--- config.mk ---
export PLATFORM = sky130hd
export DESIGN_NAME = pixel_color_arbiter
export DESIGN_NICKNAME = d
export VERILOG_FILES = /design/src/rtl/pixel_color_arbiter.sv
export SDC_FILE = /design/constraint.sdc
export NUM_CORES = 1
export LEC_CHECK = 0
export ABC_AREA = 1
export CAP_MARGIN = 20
export CORE_ASPECT_RATIO = 0.6
export CORE_MARGIN = 1.5
export CORE_UTILIZATION = 46
export DETAILED_ROUTE_END_ITERATION = 7
export PLACE_DENSITY = 0.75
export SYNTH_ARGS = -nofsm -noshare
export SYNTH_HDL_FRONTEND = slang
export SYNTH_SLANG_ARGS = --single-unit
--- constraint.sdc ---
create_clock -name clk -period 3.3 [get_ports clk]
set_input_delay 0.66 -clock clk [delete_from_list [all_inputs] [get_ports clk]]
set_output_delay 0.66 -clock clk [all_outputs]
set_load 0.01 [all_outputs]
--- src/rtl/pixel_color_arbiter.sv ---
// Round-robin arbiter that funnels iteration results through a shared color mapper
// into a small write buffer that drains to the framebuffer, counting pixels per frame.
module pixel_color_arbiter #(
  parameter int NUM_REQ    = 4,
  parameter int ADDR_W     = 19,
  parameter int NUM_PIXELS = 307200,
  parameter int FIFO_DEPTH = 4
) (
  input  logic                      clk,
  input  logic                      rst,
  input  logic                      start,
  input  logic [NUM_REQ-1:0]        req_valid,
  input  logic [NUM_REQ*32-1:0]     req_iter,
  input  logic [NUM_REQ*ADDR_W-1:0] req_addr,
  output logic [NUM_REQ-1:0]        req_ready,
  output logic [31:0]               cm_iter,
  input  logic [7:0]                cm_r,
  input  logic [7:0]                cm_g,
  input  logic [7:0]                cm_b,
  output logic                      fb_we,
  output logic [ADDR_W-1:0]         fb_addr,
  output logic [23:0]               fb_data,
  input  logic                      fb_ready,
  output logic                      busy,
  output logic                      frame_done
);

  localparam int PTR_W   = (NUM_REQ > 1) ? $clog2(NUM_REQ) : 1;
  localparam int CNT_W   = $clog2(NUM_PIXELS + 1);
  localparam int FA_W    = $clog2(FIFO_DEPTH);
  localparam int OCC_W   = $clog2(FIFO_DEPTH + 1);
  localparam int ENTRY_W = ADDR_W + 24;
  localparam logic [CNT_W-1:0] PIX_TOTAL = CNT_W'(NUM_PIXELS);
  localparam logic [CNT_W-1:0] PIX_LAST  = CNT_W'(NUM_PIXELS - 1);

  typedef enum logic [1:0] {ST_IDLE, ST_RUN, ST_DONE} state_t;

  state_t               r_state;
  logic [PTR_W-1:0]     r_ptr;
  logic [CNT_W-1:0]     r_grant_cnt;
  logic [CNT_W-1:0]     r_wr_cnt;
  logic [31:0]          r_cm_iter;
  logic                 r_s1_valid;
  logic                 r_s2_valid;
  logic [ADDR_W-1:0]    r_s1_addr;
  logic [ADDR_W-1:0]    r_s2_addr;
  logic [ENTRY_W-1:0]   r_mem [FIFO_DEPTH];
  logic [FA_W-1:0]      r_wptr;
  logic [FA_W-1:0]      r_rptr;
  logic [OCC_W-1:0]     r_count;

  logic [31:0]          w_iter [NUM_REQ];
  logic [ADDR_W-1:0]    w_addr [NUM_REQ];
  logic                 w_found;
  logic [PTR_W-1:0]     w_grant_idx;
  logic [OCC_W:0]       w_reserved;
  logic                 w_credit;
  logic                 w_xfer;
  logic                 w_push;
  logic                 w_pop;
  logic [ENTRY_W-1:0]   w_head;

  for (genvar gi = 0; gi < NUM_REQ; gi++) begin : g_slice
    assign w_iter[gi] = req_iter[32*gi +: 32];
    assign w_addr[gi] = req_addr[ADDR_W*gi +: ADDR_W];
  end

  // First valid requester scanning upward from r_ptr, wrapping around.
  always_comb begin
    w_found     = 1'b0;
    w_grant_idx = '0;
    for (int k = 0; k < NUM_REQ; k++) begin
      if (!w_found && req_valid[(int'(r_ptr) + k) % NUM_REQ]) begin
        w_found     = 1'b1;
        w_grant_idx = PTR_W'((int'(r_ptr) + k) % NUM_REQ);
      end
    end
  end

  // Items still in the mapper pipeline count against buffer space, so a push never finds it full.
  assign w_reserved = (OCC_W+1)'(r_count) + (OCC_W+1)'(r_s1_valid) + (OCC_W+1)'(r_s2_valid);
  assign w_credit   = w_reserved < (OCC_W+1)'(FIFO_DEPTH);
  assign w_xfer     = (r_state == ST_RUN) && (r_grant_cnt < PIX_TOTAL) && w_credit && w_found;
  assign req_ready  = w_xfer ? (NUM_REQ'(1) << w_grant_idx) : '0;

  assign w_push     = r_s2_valid;
  assign fb_we      = (r_count != '0);
  assign w_pop      = fb_we && fb_ready;
  assign w_head     = r_mem[r_rptr];
  assign fb_addr    = fb_we ? w_head[ENTRY_W-1:24] : '0;
  assign fb_data    = fb_we ? w_head[23:0] : '0;

  assign cm_iter    = r_cm_iter;
  assign busy       = (r_state == ST_RUN);
  assign frame_done = (r_state == ST_DONE);

  always_ff @(posedge clk) begin
    if (!rst && w_push) begin
      r_mem[r_wptr] <= {r_s2_addr, cm_r, cm_g, cm_b};
    end
  end

  always_ff @(posedge clk) begin
    if (rst) begin
      r_state     <= ST_IDLE;
      r_ptr       <= '0;
      r_grant_cnt <= '0;
      r_wr_cnt    <= '0;
      r_cm_iter   <= '0;
      r_s1_valid  <= 1'b0;
      r_s2_valid  <= 1'b0;
      r_s1_addr   <= '0;
      r_s2_addr   <= '0;
      r_wptr      <= '0;
      r_rptr      <= '0;
      r_count     <= '0;
    end else begin
      case (r_state)
        ST_IDLE: begin
          if (start) begin
            r_state     <= ST_RUN;
            r_grant_cnt <= '0;
            r_wr_cnt    <= '0;
          end
        end
        ST_RUN: begin
          if (w_pop && r_wr_cnt == PIX_LAST) begin
            r_state <= ST_DONE;
          end
        end
        default: r_state <= ST_IDLE;
      endcase

      if (w_xfer) begin
        r_ptr       <= (w_grant_idx == PTR_W'(NUM_REQ - 1)) ? '0 : w_grant_idx + 1'b1;
        r_cm_iter   <= w_iter[w_grant_idx];
        r_s1_addr   <= w_addr[w_grant_idx];
        r_grant_cnt <= r_grant_cnt + 1'b1;
      end
      r_s1_valid <= w_xfer;
      r_s2_valid <= r_s1_valid;
      r_s2_addr  <= r_s1_addr;

      if (w_push) begin
        r_wptr <= r_wptr + 1'b1;
      end
      if (w_pop) begin
        r_rptr   <= r_rptr + 1'b1;
        r_wr_cnt <= r_wr_cnt + 1'b1;
      end
      if (w_push && !w_pop) begin
        r_count <= r_count + 1'b1;
      end else if (!w_push && w_pop) begin
        r_count <= r_count - 1'b1;
      end
    end
  end

endmodule
==> flow_summary.ini, run 1 <==
[critical_path]
required_ns = 2.64
critPathKind = in2out
ff2ff_path_depth = 16
r2r-start = r_ptr[0]$_SDFFE_PP0P_
crit_path_end_kind = output pin
ff2ff_setup_slack_ns = 0.47
start_kind = input pin
timing.rr.end = r_s1_addr[2]$_SDFFE_PP0P_
critPathArrivalTime_ns = 2.53
worstPathMaxFanout = 3

[cts]
cts-root-buf = clkbuf_16
clk_pin_slew_ns = 0.06
clock_path_buffers = 3
insertion_delay_ns = 0.54
clock_sinks = 295
postCtsHoldBufs = 0
cts_made_buffers = 28
cts_tree = built
htreeDepth = 1

[hold_path]
hp-class = reg2reg
hold_end = r_s2_addr[11]$_SDFF_PP0_
min_path_cells = 2
holdCritStartpoint = r_s1_addr[11]$_SDFFE_PP0P_

[routing]
dr.pass1.iters = 5
wire_per_inst_microns = 15.51
wl_mm = 39.42
vias = 12910
drtIter0Drc = 1067
ant_nets = 0
via_per_inst = 5.079
drc = 0

[yosys]
synth_nets = 2073
synth_edf_count = 172
synth_top_area_share = 0.3607
ys_seq_elements = 295
yosysTopAreaCell = edfxtp_1
synthTopCellsByArea = edfxtp_1 36%, dfxtp_1 17%, nand2_1 9.8%
netlist_area_sq_um = 14320
async_flop_share = 0
ys_types = 36
yosys_warnings = 0
ys_seq_area_frac = 0.5326
synthCells = 1824
synth_flop_cell = edfxtp_1
synth.avg_cell_area_sq_um = 7.851

[placement]
io_buffer_count = 317
dpl_cell_area_sq_um = 17950
gp_congestion = 0.8832
dp.cells = 2482
hpwl_mm = 26.52

[timing]
relSlewSlack = 0.3013
final.period_utilization = 0.9672
fmax_mhz = 313.3
fin_skew_ns = 0.007724
rsz0062_at_grt = no
final-max-slew-violation-count = 0
hold_violations = 0
min_period_ns = 3.192
tightest_slew_ns = 1.048
setup_violations = 0
fin_setup_tns_ns = 0

[die]
core_sq_um = 30290
io_pins = 318
die_h_microns = 139.7
start_util = 0.4728
die_area_sq_um = 32230
row_count = 49
fp.dieW_microns = 230.8

[power_and_ir_drop]
p_leak_nw = 7.925
ir_drop_v = 0.0005745
cellPowerDensity_nw_per_um2 = 720.8
fin_total_pwr_mw = 13.64

[cells_and_area]
antenna_cells = 0
drive_above_1_share = 0.05532
layoutNonFillerInstCount = 2541
area_growth_pct = 32.19
fin_area_sq_um = 18930
nets = 2360

[global_routing]
overflow = 0
grt_pass1_wl_mm = 62.12
grt_max_degree = 104
antenna_found_initial = 0
track_usage = 0.2386
grt_pass1_vias = 12190

[status]
status = completed

[run]
cap_viol_max_count = 0
==> power by group <==
group | internal (mW) | total, mW | switching (mW) | leakage, nW
clock | 1.76 | 3.10 | 1.34 | 0.439
sequential | 4.19 | 4.38 | 0.195 | 2.57
combinational | 2.49 | 6.16 | 3.66 | 4.92
==> how the worst max path moves through the flow <==
stage                     startpoint                    end
2_1_floorplan                    rst  r_mem[0][0]$_DFFE_PP_
3_3_place_gp            req_valid[3]           req_ready[1]
3_5_place_dp            req_valid[3]           req_ready[3]
4_1_cts        r_ptr[0]$_SDFFE_PP0P_           req_ready[2]
5_1_grt                 req_valid[1]           req_ready[0]
6_report                req_valid[2]           req_ready[0]
==> area by class of cell <==
cell class | count | area [sq um]
flip-flops and latches | 295 | 7635
multi-input cells | 1180 | 5339
clock buffers | 43 | 839.6
inverters | 247 | 929.6
well taps | 408 | 510.5
fillers | 2560 | 11360
clock inverters | 9 | 56.30
repair buffers | 359 | 3620
==> Yosys cell counts, types with 8 or more instances <==
cell type and number:
nor2_1 297, dfxtp_1 123, inv_1 240, nand3_1 231, ha_1 12, buf_1 13
nand2_1 373, edfxtp_1 172, nand4_1 8, a21oi_1 105, buf_2 30, clkbuf_1 45
o21ai_0 115
==> timing repair <==
item | 4_1_cts | 5_1_grt
pin swaps | 2 | 2
gates resized for setup | 12 | 11
setup endpoints to repair | 5 | 6
gates cloned | 0 | 1
buffers inserted | 4 | 2
==> worst max-delay path, stage by stage <==
cell and delay [ns]:
clkdlybuf4s50_1 0.47, inv_1 0.06, nand2_1 0.11, nand3_1 0.11, nand2_1 0.12, inv_2 0.07
nand3_1 0.09, nand3_1 0.09, nand2_2 0.10, buf_4 0.13, ha_1 0.13, inv_1 0.04
nor2_1 0.08, dlygate4sd2_1 0.28
==> metal layers <==
metal,global-route usage,up-vias,wire [microns]
met1,0.3164,5948,17470
met3,0.05246,66,2731
met5,0,-,0
met2,0.3956,436,18310
met4,0.06226,0,903
li1,-,6456,-
==> cells by family (layout without fill, tap and decap cells) <==
group	count (synthesis)	in the layout	synth area share
AO/OA/AOI/OAI	231	231	0.08274
buffers and inverters	349	658	0.09961
adder cells (fa/ha/maj)	13	13	0.01188
flip-flops	295	295	0.5326
XOR/XNOR	4	4	0.002446
AND/OR/NAND/NOR	932	932	0.2707
==> cell usage in the layout (no fill, tap or decap), types with 3 or more instances in the layout <==
master,n
nand2_1,370
clkdlybuf4s50_1,312
nor2_1,293
inv_1,237
nand3_1,229
edfxtp_1,172
dfxtp_1,119
o21ai_0,115
a21oi_1,104
buf_4,32
clkbuf_16,31
ha_1,12
clkbuf_1,9
buf_12,9
nand4_1,8
inv_2,7
nor3_1,7
nor4_1,7
nand2_2,6
clkinv_2,6
nor2_4,5
xor2_1,4
clkbuf_8,4
dfxtp_2,3
==> per-stage QoR <==
stage            util  hold WS [ns]  worst slack (ns)
6_report       0.6250        0.4279            0.1081
3_5_place_dp   0.5926        0.4203           -0.2286
3_3_place_gp   0.5926        0.4157           -0.1697
5_1_grt        0.6250        0.4394           0.01103
2_1_floorplan       -        0.4031            0.1381
4_1_cts        0.6236        0.4291          0.005366
==> sequential cells by signal, summed over array words and instances, names as in the netlist, named ones only <==
| signal | count |
|---|---|
| r_rptr | 2 |
| cm_iter | 32 |
| r_s1_valid | 1 |
| r_wr_cnt | 19 |
| r_count | 3 |
| r_s1_addr | 19 |
| r_mem | 172 |
| r_grant_cnt | 19 |
| r_s2_valid | 1 |
| r_state | 2 |
| r_ptr | 2 |
| r_wptr | 2 |
| r_s2_addr | 19 |
Power figures use the tool's default switching activity.
==> run 2: changes to the inputs <==
--- a/config.mk
+++ b/config.mk
@@ -12,6 +12,7 @@
 export CORE_UTILIZATION = 46
 export DETAILED_ROUTE_END_ITERATION = 7
 export PLACE_DENSITY = 0.75
+export SLEW_MARGIN = 30
 export SYNTH_ARGS = -nofsm -noshare
 export SYNTH_HDL_FRONTEND = slang
 export SYNTH_SLANG_ARGS = --single-unit
==> flow_summary.ini, run 2 (synthesis gave the netlist of run 1 again) <==
[cells_and_area]
drive_above_1_share = 0.05532
mostFrequentLayoutCells = 370 x nand2_1, 312 x clkdlybuf4s50_1, 293 x nor2_1
seq_area_sq_um = 7635
fillerInstances = 2558
multi_input_area_sq_um = 5339
max_flop_register = r_mem
area_growth_pct = 32.22
nets = 2360
antenna_cells = 0
fin_util = 0.6251
largest_register_ffs = 172
final_common_cell = nand2_1

[timing]
tightest_slew_ns = 0.9320
hold_violations = 0
min_period_ns = 3.195
final-max-slew-violation-count = 0
relSlewSlack = 0.3787
fmax_mhz = 313.0
rsz0062_at_grt = no
fin_skew_ns = 0.008899
final.period_utilization = 0.9681
setup_violations = 0

[power_and_ir_drop]
p_leak_nw = 7.927
cellPowerDensity_nw_per_um2 = 721.0
swShare = 0.3817
intPower_mw = 8.440
ir_drop_v = 0.0005749
fin_total_pwr_mw = 13.65
p_clk_frac = 0.227
comb_power_share = 0.452
p_switching_mw = 5.211
power_frac_seq = 0.321

[critical_path]
critPathArrivalTime_ns = 2.53
cp-startpoint = req_valid[1]
crit_path_end_kind = output pin
required_ns = 2.64
critPathKind = in2out
worstPathMaxFanout = 4
r2r-start = r_ptr[0]$_SDFFE_PP0P_
start_kind = input pin

[die]
fp.dieW_microns = 230.8
row_count = 49
io_pins = 318
core_sq_um = 30290
die_area_sq_um = 32230
die_h_microns = 139.7
start_util = 0.4728

[placement]
gp_congestion = 0.8832
io_buffer_count = 317
hpwl_mm = 26.52

[routing]
ant_nets = 0
dr.pass1.iters = 7
via_per_inst = 5.106
drtIter0Drc = 1098
drc = 0
vias = 12980
wire_per_inst_microns = 15.49
wl_mm = 39.37

[cts]
clock_sinks = 295
clk_pin_slew_ns = 0.06
cts-root-buf = clkbuf_16
cts_made_buffers = 28
clock_path_buffers = 3
insertion_delay_ns = 0.54
htreeDepth = 1
postCtsHoldBufs = 0
cts_tree = built

[global_routing]
overflow = 0
antenna_found_initial = 0
grt_pass1_wl_mm = 62.12
track_usage = 0.2386
grt_pass1_vias = 12190
grt_max_degree = 104

[hold_path]
hp-class = reg2reg
holdCritStartpoint = r_s1_addr[11]$_SDFFE_PP0P_

[run]
cap_viol_max_count = 0

[status]
status = completed
[run 2: timing repair]
action / in CTS / in global routing
cloned: 0 / 1
endpoints found under the setup margin: 5 / 6
setup buffers: 4 / 2
gates resized for setup: 12 / 11
pin swaps: 2 / 2
[run 2: final timing paths]
path / cells past startpoint / endpoint / slack [ns]
max: 14 / req_ready[0] / 0.11
min: 2 / r_s2_addr[11]$_SDFF_PP0_ / 0.43
max reg2reg: 17 / cm_iter[0]$_SDFFE_PP0P_ / 0.47
min reg2reg: 2 / r_s2_addr[11]$_SDFF_PP0_ / 0.43
[run 2: per-layer routing]
metal	vias to the layer above	share of wire	global-route usage
li1	6455	-	-
met5	-	0	0
met3	74	0.073	0.05246
met2	467	0.46	0.3956
met4	0	0.024	0.06226
met1	5979	0.44	0.3164
[run 2: per-stage QoR]
step	setup TNS, ns	instances	setup WS, ns	instance area [sq um]	hold WS (ns)
after floorplan	0	1824	0.1381	14320	0.4031
after global placement	-0.4467	2482	-0.1697	17950	0.4157
after detailed placement	-0.7513	2482	-0.2286	17950	0.4203
after CTS	0	2538	0.005366	18890	0.4291
after global routing	0	2541	0.01103	18930	0.4394
final	0	2541	0.1053	18930	0.4279
[run 2: power groups by stage]
stage / clock [mW] / combinational [mW] / sequential (mW)
finish: 3.11 / 6.16 / 4.38
global route: 3.33 / 6.79 / 4.41
CTS: 3.18 / 6.10 / 4.38
detailed placement: 0 / 5.98 / 4.47
global placement: 0 / 5.91 / 4.45
floorplan: 0 / 3.61 / 4.43
[run 2: worst max-delay path, stage by stage]
cell	delay, ns
clkdlybuf4s50_1	0.42
inv_1	0.08
nand2_1	0.09
nand3_2	0.11
nand2_2	0.08
nor2_4	0.14
nand3_1	0.09
nand3_1	0.10
nand2_2	0.08
buf_4	0.15
ha_1	0.17
inv_1	0.05
nor2_1	0.03
dlygate4sd2_1	0.28
[run 2: final cells by class]
cell class                 count  area share
multi-input combinational   1180      0.2820
timing repair buffer         359      0.1914
clock inverter                 9    0.002974
clock buffer                  43     0.04434
inverter                     247     0.04910
sequential                   295      0.4033
tap                          408     0.02696
==> run 3: changes to the inputs <==
--- a/config.mk
+++ b/config.mk
@@ -8,7 +8,7 @@
 export ABC_AREA = 1
 export CAP_MARGIN = 20
 export CORE_ASPECT_RATIO = 0.6
-export CORE_MARGIN = 1.5
+export CORE_MARGIN = 4
 export CORE_UTILIZATION = 46
 export DETAILED_ROUTE_END_ITERATION = 7
 export PLACE_DENSITY = 0.75
==> flow_summary.ini, run 3 (synthesis gave the netlist of run 1 again) <==
[status]
status = completed

[timing]
final.period_utilization = 0.9628
min_period_ns = 3.177
fin_skew_ns = 0.01457
tightest_slew_ns = 0.9506
hold_violations = 0
rsz0062_at_grt = yes
fin_ws_ns = 0.1228
fmax_mhz = 314.7
relSlewSlack = 0.3662
setup_violations = 0
final-max-slew-violation-count = 0

[critical_path]
timing.rr.end = r_s1_addr[17]$_SDFFE_PP0P_
crit_chain = inv_2 > buf_12 > buf_4 > o21ai_0 > a21oi_1 > clkdlybuf4s50_1
max_stage_delay_ns = 0.57
start_kind = register
critPathTopFamily = buffers and inverters
crit_buf_inv = 4
required_ns = 2.64
crit_path_end_kind = output pin
worstPathMaxFanout = 27
cp_slowest_cell = clkdlybuf4s50_1
ff2ff_path_depth = 13
critPathArrivalTime_ns = 2.52
path_depth = 6
ff2ff_setup_slack_ns = 0.59
critPathKind = reg2out
r2r-start = r_ptr[0]$_SDFFE_PP0P_

[power_and_ir_drop]
ir_drop_v = 0.0005375
p_switching_mw = 5.194
intPower_mw = 8.700
swShare = 0.3738
cellPowerDensity_nw_per_um2 = 733.3
p_clk_frac = 0.246
p_leak_nw = 7.928
power_frac_seq = 0.315
comb_power_share = 0.439

[global_routing]
grt_pass1_wl_mm = 63.00
grt_max_degree = 104
gr-max-usage-layer = met2
track_usage = 0.2265
use_met1 = 0.3041
antenna_found_initial = 0
overflow = 0
grt_pass1_vias = 12130
gr-usage-met3 = 0.05303
use_met2 = 0.3828

[die]
io_pins = 318
fp.dieW_microns = 235.8
row_count = 49
die_h_microns = 144.7
start_util = 0.4728
core_sq_um = 30290
die_area_sq_um = 34110

[hold_path]
min_path_cells = 2
holdCritStartpoint = r_s1_addr[9]$_SDFFE_PP0P_
hold_end = r_s2_addr[9]$_SDFF_PP0_
hp-class = reg2reg

[routing]
vias = 12850
wire_per_inst_microns = 15.79
drtIter0Drc = 981
via_per_inst = 5.067
drc = 0
ant_nets = 0
dr.pass1.iters = 8
wl_mm = 40.04

[cells_and_area]
final_common_cell = nand2_1
mostFrequentLayoutCells = 371 x nand2_1, 312 x clkdlybuf4s50_1, 293 x nor2_1
max_flop_register = r_mem
drive_above_1_share = 0.05169
fin_area_sq_um = 18950
nets = 2356
largest_register_ffs = 172
fin_util = 0.6257
area_growth_pct = 32.33
antenna_cells = 0

[cts]
insertion_delay_ns = 0.54
cts_made_buffers = 27
cts_tree = built
clock_sinks = 295
clock_path_buffers = 3
clk_pin_slew_ns = 0.07
post-cts-setup-buffers = 0
htreeDepth = 1
postCtsHoldBufs = 0
cts-root-buf = clkbuf_16

[run]
cap_viol_max_count = 0

[placement]
gp_congestion = 0.9024
io_buffer_count = 317
hpwl_mm = 27.11
pre_cts_slack_ns = -0.2435
dpl_cell_area_sq_um = 17930
## run 3: cell types whose count changed in the layout (fill, tap and decap cells not counted), sizes merged
| cell | previous run | this run |
|---|---|---|
| buf | 43 | 39 |
| clkbuf | 46 | 36 |
| dlygate4sd2 | 1 | 0 |
| inv | 246 | 248 |
| clkdlybuf4s15 | 0 | 1 |
| bufinv | 0 | 7 |
## run 3: routing by layer
layer	share of wire	up-vias
met5	0	-
met4	0.021	0
met3	0.070	59
li1	-	6447
met2	0.47	413
met1	0.44	5931
## run 3: power by group through the flow
stage | combinational (mW) | sequential (mW) | clock, mW
after global routing | 6.79 | 4.41 | 3.66
after floorplan | 3.61 | 4.43 | 0
after global placement | 5.95 | 4.44 | 0
final | 6.09 | 4.38 | 3.42
after detailed placement | 6.02 | 4.46 | 0
after CTS | 6.07 | 4.38 | 3.50
## run 3: worst max path at each step
stage and end:
6_report fb_data[17], 3_3_place_gp req_ready[2], 5_1_grt fb_data[17], 3_5_place_dp req_ready[3], 2_1_floorplan r_mem[0][0]$_DFFE_PP_, 4_1_cts req_ready[3]
## run 3: worst register-to-register path, delay by kind of cell (launching register included)
kind                   cells  cell delay, ns
buffers and inverters      4            1.08
AND/OR/NAND/NOR            8            0.94
flip-flops                 1            0.33
AO/OA/AOI/OAI              1            0.23
## run 3: final cells by class
| class | count | area (sq um) |
|---|---|---|
| fillers | 2605 | 11340 |
| inverters | 247 | 929.6 |
| clock inverters | 18 | 282.8 |
| repair buffers | 356 | 3565 |
| multi-input cells | 1180 | 5333 |
| flip-flops and latches | 295 | 7635 |
| well taps | 408 | 510.5 |
| clock buffers | 32 | 694.4 |
## run 3: timing repair
action                                  in CTS  in global routing
gates cloned                                 0                  1
pin swaps                                    1                  0
endpoints found under the setup margin       5                  9
resized for setup                            7                 14
## run 3: per-stage QoR
stage          cells   TNS [ns]  total power [mW]  hold WS, ns
2_1_floorplan   1824          0             8.042       0.4031
3_3_place_gp    2485    -0.4668             10.40       0.4118
3_5_place_dp    2485    -0.8108             10.47       0.4200
4_1_cts         2535          0             13.94       0.4295
5_1_grt         2536  -0.001299             14.86       0.4456
6_report        2536          0             13.89       0.4286
